<file path="config.mk">
export PLATFORM = sky130hd
export DESIGN_NAME = alu_decode_stage_flat
export DESIGN_NICKNAME = d
export VERILOG_FILES = /design/src/rtl/alu_decode_stage_if.sv /design/src/rtl/alu_decode_stage.sv /design/src/flat_wrapper.sv
export SDC_FILE = /design/constraint.sdc
export NUM_CORES = 1
export LEC_CHECK = 0
export BUFFER_PORTS_ARGS = -buffer_cell sky130_fd_sc_hd__buf_2
export CORE_MARGIN = 5
export CORE_UTILIZATION = 46
export CTS_BUF_LIST = sky130_fd_sc_hd__clkbuf_2 sky130_fd_sc_hd__clkbuf_4 sky130_fd_sc_hd__clkbuf_8
export DETAILED_ROUTE_END_ITERATION = 12
export PLACE_DENSITY = 0.6
export SYNTH_ARGS = -nofsm -noshare
export SYNTH_HDL_FRONTEND = slang
export SYNTH_SLANG_ARGS = --single-unit
export TNS_END_PERCENT = 1
</file>
<file path="constraint.sdc">
create_clock -name CLOCK -period 3.3 [get_ports CLOCK]
set_clock_uncertainty 0.2 [all_clocks]
set_input_delay 0.165 -clock CLOCK [delete_from_list [all_inputs] [get_ports CLOCK]]
set_output_delay 0.165 -clock CLOCK [all_outputs]
set_load 0.05 [all_outputs]
</file>
<file path="src/rtl/alu_decode_stage_if.sv">
// Fetch/writeback/execute signal bundle for alu_decode_stage.
// The slave modport is the decode stage; the master modport is whatever surrounds it.
interface alu_decode_stage_if;
  logic [31:0] instr_in;
  logic        instr_valid;
  logic        instr_ready;
  logic        wb_en;
  logic [4:0]  wb_addr;
  logic [31:0] wb_data;
  logic [31:0] src1;
  logic [31:0] src2;
  logic [31:0] imm;
  logic [6:0]  control_out;
  logic [4:0]  dest_addr;
  logic        enable_ex;

  modport slave (
    input  instr_in, instr_valid, wb_en, wb_addr, wb_data,
    output instr_ready, src1, src2, imm, control_out, dest_addr, enable_ex
  );

  modport master (
    output instr_in, instr_valid, wb_en, wb_addr, wb_data,
    input  instr_ready, src1, src2, imm, control_out, dest_addr, enable_ex
  );
endinterface

</file>
<file path="src/rtl/alu_decode_stage.sv">
// Decode/operand-fetch stage feeding the ALU execute pipeline, with load-use bubble insertion.
// Optional macro DECODE_WB_BYPASS_EN forwards same-cycle writeback data into src1/src2.
module alu_decode_stage #(
  parameter int         NUM_REGS   = 32,
  parameter logic [2:0] LOAD_OPSEL = 3'b101
) (
  input  logic               CLOCK,
  input  logic               RESET,
  input  logic               enable_decode,
  alu_decode_stage_if.slave  bus
);
  typedef enum logic {RUN = 1'b0, BUBBLE = 1'b1} state_t;

  state_t      state_reg;
  logic [31:0] regs [NUM_REGS];

  logic [31:0] src1_reg, src2_reg, imm_reg;
  logic [6:0]  control_reg;
  logic [4:0]  dest_reg;
  logic        enable_ex_reg;
  logic        prev_load_reg;
  logic [4:0]  prev_rd_reg;

  logic [2:0]  opselect, operation;
  logic        imm_sel;
  logic [4:0]  rd, rs1, rs2;
  logic [31:0] imm_next, rs1_data, rs2_data;
  logic        hazard;

  assign opselect  = bus.instr_in[31:29];
  assign operation = bus.instr_in[28:26];
  assign imm_sel   = bus.instr_in[25];
  assign rd        = bus.instr_in[24:20];
  assign rs1       = bus.instr_in[19:15];
  assign rs2       = bus.instr_in[14:10];
  assign imm_next  = {{17{bus.instr_in[14]}}, bus.instr_in[14:0]};

  // rs2 only counts as a source when the immediate is not selected.
  assign hazard = (state_reg == RUN) && prev_load_reg && (prev_rd_reg != 5'd0) &&
                  bus.instr_valid &&
                  ((rs1 == prev_rd_reg) || (!imm_sel && (rs2 == prev_rd_reg)));

  assign bus.instr_ready = enable_decode & ~RESET & ~hazard;

  always_comb begin
    rs1_data = (rs1 == 5'd0) ? 32'd0 : regs[rs1];
    rs2_data = (rs2 == 5'd0) ? 32'd0 : regs[rs2];
`ifdef DECODE_WB_BYPASS_EN
    if (bus.wb_en && (bus.wb_addr != 5'd0) && (bus.wb_addr == rs1)) rs1_data = bus.wb_data;
    if (bus.wb_en && (bus.wb_addr != 5'd0) && (bus.wb_addr == rs2)) rs2_data = bus.wb_data;
`endif
  end

  // Register file is deliberately left out of reset; writeback runs even while frozen.
  always_ff @(posedge CLOCK) begin
    if (bus.wb_en && (bus.wb_addr != 5'd0)) regs[bus.wb_addr] <= bus.wb_data;
  end

  always_ff @(posedge CLOCK) begin
    if (RESET) begin
      state_reg     <= RUN;
      src1_reg      <= '0;
      src2_reg      <= '0;
      imm_reg       <= '0;
      control_reg   <= '0;
      dest_reg      <= '0;
      enable_ex_reg <= 1'b0;
      prev_load_reg <= 1'b0;
      prev_rd_reg   <= '0;
    end else if (enable_decode) begin
      state_reg <= hazard ? BUBBLE : RUN;
      if (hazard) begin
        // Instruction stays on the bus; clearing the tracker lets it issue next cycle.
        enable_ex_reg <= 1'b0;
        control_reg   <= '0;
        prev_load_reg <= 1'b0;
        prev_rd_reg   <= '0;
      end else if (bus.instr_valid) begin
        src1_reg      <= rs1_data;
        src2_reg      <= rs2_data;
        imm_reg       <= imm_next;
        control_reg   <= {opselect, imm_sel, operation};
        dest_reg      <= rd;
        enable_ex_reg <= 1'b1;
        prev_load_reg <= (opselect == LOAD_OPSEL);
        prev_rd_reg   <= rd;
      end else begin
        enable_ex_reg <= 1'b0;
        prev_load_reg <= 1'b0;
        prev_rd_reg   <= '0;
      end
    end
  end

  assign bus.src1        = src1_reg;
  assign bus.src2        = src2_reg;
  assign bus.imm         = imm_reg;
  assign bus.control_out = control_reg;
  assign bus.dest_addr   = dest_reg;
  assign bus.enable_ex   = enable_ex_reg;
endmodule

</file>
<file path="src/flat_wrapper.sv">
// flat-port wrapper written by rule: the top's interface ports become plain ports
module alu_decode_stage_flat 
#(
  parameter int         NUM_REGS   = 32,
  parameter logic [2:0] LOAD_OPSEL = 3'b101
)
  (CLOCK, RESET, enable_decode, bus_instr_in, bus_instr_valid, bus_wb_en, bus_wb_addr, bus_wb_data, bus_instr_ready, bus_src1, bus_src2, bus_imm, bus_control_out, bus_dest_addr, bus_enable_ex);
  alu_decode_stage_if bus_i ();
  input  logic CLOCK;
  input  logic RESET;
  input  logic enable_decode;
  input wire logic [$bits(bus_i.instr_in)-1:0] bus_instr_in;
  input wire logic [$bits(bus_i.instr_valid)-1:0] bus_instr_valid;
  input wire logic [$bits(bus_i.wb_en)-1:0] bus_wb_en;
  input wire logic [$bits(bus_i.wb_addr)-1:0] bus_wb_addr;
  input wire logic [$bits(bus_i.wb_data)-1:0] bus_wb_data;
  output wire logic [$bits(bus_i.instr_ready)-1:0] bus_instr_ready;
  output wire logic [$bits(bus_i.src1)-1:0] bus_src1;
  output wire logic [$bits(bus_i.src2)-1:0] bus_src2;
  output wire logic [$bits(bus_i.imm)-1:0] bus_imm;
  output wire logic [$bits(bus_i.control_out)-1:0] bus_control_out;
  output wire logic [$bits(bus_i.dest_addr)-1:0] bus_dest_addr;
  output wire logic [$bits(bus_i.enable_ex)-1:0] bus_enable_ex;
  assign bus_i.instr_in = bus_instr_in;
  assign bus_i.instr_valid = bus_instr_valid;
  assign bus_i.wb_en = bus_wb_en;
  assign bus_i.wb_addr = bus_wb_addr;
  assign bus_i.wb_data = bus_wb_data;
  assign bus_instr_ready = bus_i.instr_ready;
  assign bus_src1 = bus_i.src1;
  assign bus_src2 = bus_i.src2;
  assign bus_imm = bus_i.imm;
  assign bus_control_out = bus_i.control_out;
  assign bus_dest_addr = bus_i.dest_addr;
  assign bus_enable_ex = bus_i.enable_ex;
  alu_decode_stage #(.NUM_REGS(NUM_REGS), .LOAD_OPSEL(LOAD_OPSEL)) u_core (.CLOCK(CLOCK), .RESET(RESET), .enable_decode(enable_decode), .bus(bus_i));
endmodule
</file>
==> impl_metrics.csv <==
group,metric,value,unit
timing,setup_slack,0.0216,ns
global_routing,antenna_found_initial,6,
clocking,clk_pin_slew,0.06,ns
yosys,yosys_warnings,0,
yosys,synthArstFlopShare,0,%
yosys,synth.avg_cell_area,19.8,um2
clocking,cts_max_path_buffers,3,
clocking,insertion_delay,0.88,ns
critical_path,crit_fanout,29,
routing,vias_per_cell,6.57,
clocking,numClockSinks,1123,
timing,finalHoldViolations,0,
routing,wl_met2,74700,um
global_routing,grt_util_all_layers,27.0,%
power_and_ir_drop,power_leakage,19.6,nW
routing,wl_met3,15300,um
critical_path,path_class,"reg -> reg",
run_status,outcome,"finished, final reports clean",
hold_path,holdPathStages,4,
routing,top_layer_used,"met5",
die,io-pin-count,184,
routing,m1WireLength,63500,um
die,fp.coreArea,109000,um2
global_routing,grt_start_max_net_pins,115,
timing,slew_violations,0,
clocking,cts_setup_buffers,0,
yosys,synth_top_family_by_area,"multiplexers",
critical_path,reg2reg_to,"u_core.bus.imm[4]",
yosys,yosysMostFrequentCell,"edfxtp_1",
timing,rsz0062_at_grt,"yes",
global_routing,grt_pass1_vias,31048,
yosys,synth_flop_cell,"edfxtp_1",
routing,ant_nets,0,
timing,fmax,305,MHz
timing,finalSetupViolCount,0,
routing,wl_per_cell,34.9,um
yosys,ys_top_cells_by_count,"1,024 x edfxtp_1, 514 x mux4_2, 189 x mux2i_1, 158 x nand2_1, 99 x dfxtp_1",
critical_path,end_kind,"register",
yosys,synth_seq_cells,1123,
critical_path,startpoint_type,"register",
finish,largest_reg_flops,1024,
job,maxCapViolations,0,
clocking,cts_max_level,4,
die,rows,121,
die,fp.dieArea,117000,um2
die,die_h,341,um
critical_path,setup.worst_path.start,"u_core.prev_rd_reg[3]",
critical_path,worstPathRequired,3.91,ns
finish,area_growth,17.2,%
yosys,synth_top_area_share,60.9,%
finish,nets,3020,
yosys,netlist_area,50500,um2
yosys,synth-xor-area-share,0.173,%
yosys,synth.distinct_cells,45,
placement,place_congestion,0.829,
placement,placement.io_buffers,183,
routing,vias,29738,
global_routing,grt_first_pass_wirelength,225000,um
clocking,cts_made_buffers,188,
power_and_ir_drop,power.density,541,nW/um2
critical_path,reg2reg_from,"u_core.prev_rd_reg[3]",
yosys,synthAdderAreaFrac,0,%
routing,drtPass1Iterations,8,
clocking,cts_tree,"yes",
die,die_w,341,um
timing,finalCriticalPeriod,3.28,ns
power_and_ir_drop,ir_worst_vdd,0.000406,V
die,initial_core_util,46.3,%
critical_path,cp.arrival,3.88,ns
routing,wl,158000,um
yosys,synth_area_leaders,"edfxtp_1 61%, mux4_2 23%, dfxtp_1 3.9%",
yosys,synth_edf_count,1024,
hold_path,hold_path.class,"in -> reg",
global_routing,overflow,0,
yosys,synthCells,2549,
timing,relSlewSlack,39.8,%
yosys,ys_seq_area_share,64.8,%
routing,drc,0,
yosys,synthSimpleGateAreaFrac,2.17,%
placement,dpl.hpwl,84900,um
critical_path,endpoint,"u_core.bus.imm[4]",
timing,tightest_slew,0.903,ns
finish,drive_gt1_share,37.8,%
critical_path,rrSetupSlack,0.02,ns
clocking,clockRootBuffer,"clkbuf_8",
routing,initialDrtViolationCount,3325,
critical_path,r2r_cells,7,
yosys,synth.area.mux_share,26.7,%
yosys,synth-compound-area-share,3.90,%
placement,pre_cts_slack,0.486,ns
timing,finalCritPeriodShare,99.3,%
power_and_ir_drop,report.power.total,32.0,mW
yosys,synth.largest_area_cell,"edfxtp_1",
layout make-up:
| type | count | area (um2) |
|---|---|---|
| antenna | 3 | 7.51 |
| clock buffer | 291 | 3520 |
| clock inverter | 64 | 532 |
| fill | 8465 | 49800 |
| inverter | 1 | 8.76 |
| multi-input combinational | 1233 | 17000 |
| sequential | 1123 | 32700 |
| tap | 1414 | 1770 |
| timing repair buffer | 399 | 3610 |
timing repair:
item / CTS / global route
hold buffers: 123 / 0
endpoints found under the hold margin: 1241 / 0
gates resized for setup: 0 / 0
setup endpoints to repair: 0 / 21
how the worst min path moves through the flow:
stage	startpoint	endpoint	slack, ns
final	enable_decode	u_core.prev_rd_reg[2]	0.10
after global routing	enable_decode	u_core.prev_rd_reg[3]	0.05
after floorplan	bus_wb_data[0]	u_core.regs[0][0]	0.06
after CTS	enable_decode	u_core.prev_rd_reg[2]	0.005
after global placement	bus_instr_in[28]	u_core.bus.control_out[2]	0.20
after detailed placement	bus_instr_in[28]	u_core.bus.control_out[2]	0.21
metrics by stage:
stage | setup TNS (ns) | util, % | cell area [um2] | cells | hold WS, ns
2_1_floorplan | 0 | - | 50600 | 2580 | 0.0639
3_3_place_gp | 0 | 49.5 | 53900 | 4048 | 0.204
3_5_place_dp | 0 | 49.5 | 53900 | 4048 | 0.211
4_1_cts | 0 | 54.3 | 59200 | 4526 | 0.00538
5_1_grt | -0.124 | 54.3 | 59200 | 4527 | 0.0508
6_report | 0 | 54.3 | 59200 | 4528 | 0.101
placed cells by master, fill, tap and decap left out, types with 3 or more instances in the layout:
master / netlist / routed
a211oi_1: 3 / 3
a21oi_1: 32 / 32
a22o_1: 5 / 5
a22oi_1: 66 / 66
a22oi_2: 5 / 5
a32o_1: 61 / 61
a32oi_1: 56 / 56
buf_12: 0 / 57
buf_2: 66 / 177
buf_4: 40 / 38
buf_8: 0 / 4
bufinv_16: 0 / 6
clkbuf_4: 1 / 77
clkbuf_8: 0 / 215
clkinv_1: 0 / 24
clkinv_2: 0 / 16
clkinvlp_4: 0 / 5
conb_1: 1 / 32
dfxtp_1: 99 / 99
diode_2: 0 / 3
dlygate4sd3_1: 0 / 122
edfxtp_1: 1024 / 1024
inv_6: 0 / 8
inv_8: 0 / 3
mux2i_1: 189 / 189
mux4_2: 514 / 514
nand2_1: 158 / 158
nand2b_1: 10 / 10
nand3_1: 5 / 5
nor2_1: 50 / 17
nor2_4: 0 / 33
nor2b_1: 10 / 6
nor2b_4: 0 / 4
o21ai_0: 4 / 4
xnor2_1: 9 / 9
worst max-delay path, cell delays in order (launching register included):
cell and delay [ns]:
dfxtp_1 0.35, or4_1 0.56, nor2_2 0.25, o311a_4 0.49
nand2_1 0.10, dlygate4sd3_1 0.57, a21oi_1 0.13, dlygate4sd3_1 0.57
power breakdown:
group / switching [mW] / internal, mW
Clock: 5.77 / 7.32
Combinational: 1.79 / 1.20
Sequential: 0.163 / 15.8
cells by family after synthesis:
kind of cell,count (synthesis)
and+or+nand+nor,249
AOI/OAI and AO/OA,238
other,1
DFF,1123
muxes,704
buffers and inverters,224
xor gates and xnor gates,10
per-layer routing:
metal	vias up	GRT usage [%]
li1	11764	-
met1	16025	37.9
met3	282	6.06
met4	2	8.50
met5	-	0
met2	1665	42.7
No activity file was read; power rests on OpenSTA's default activity.
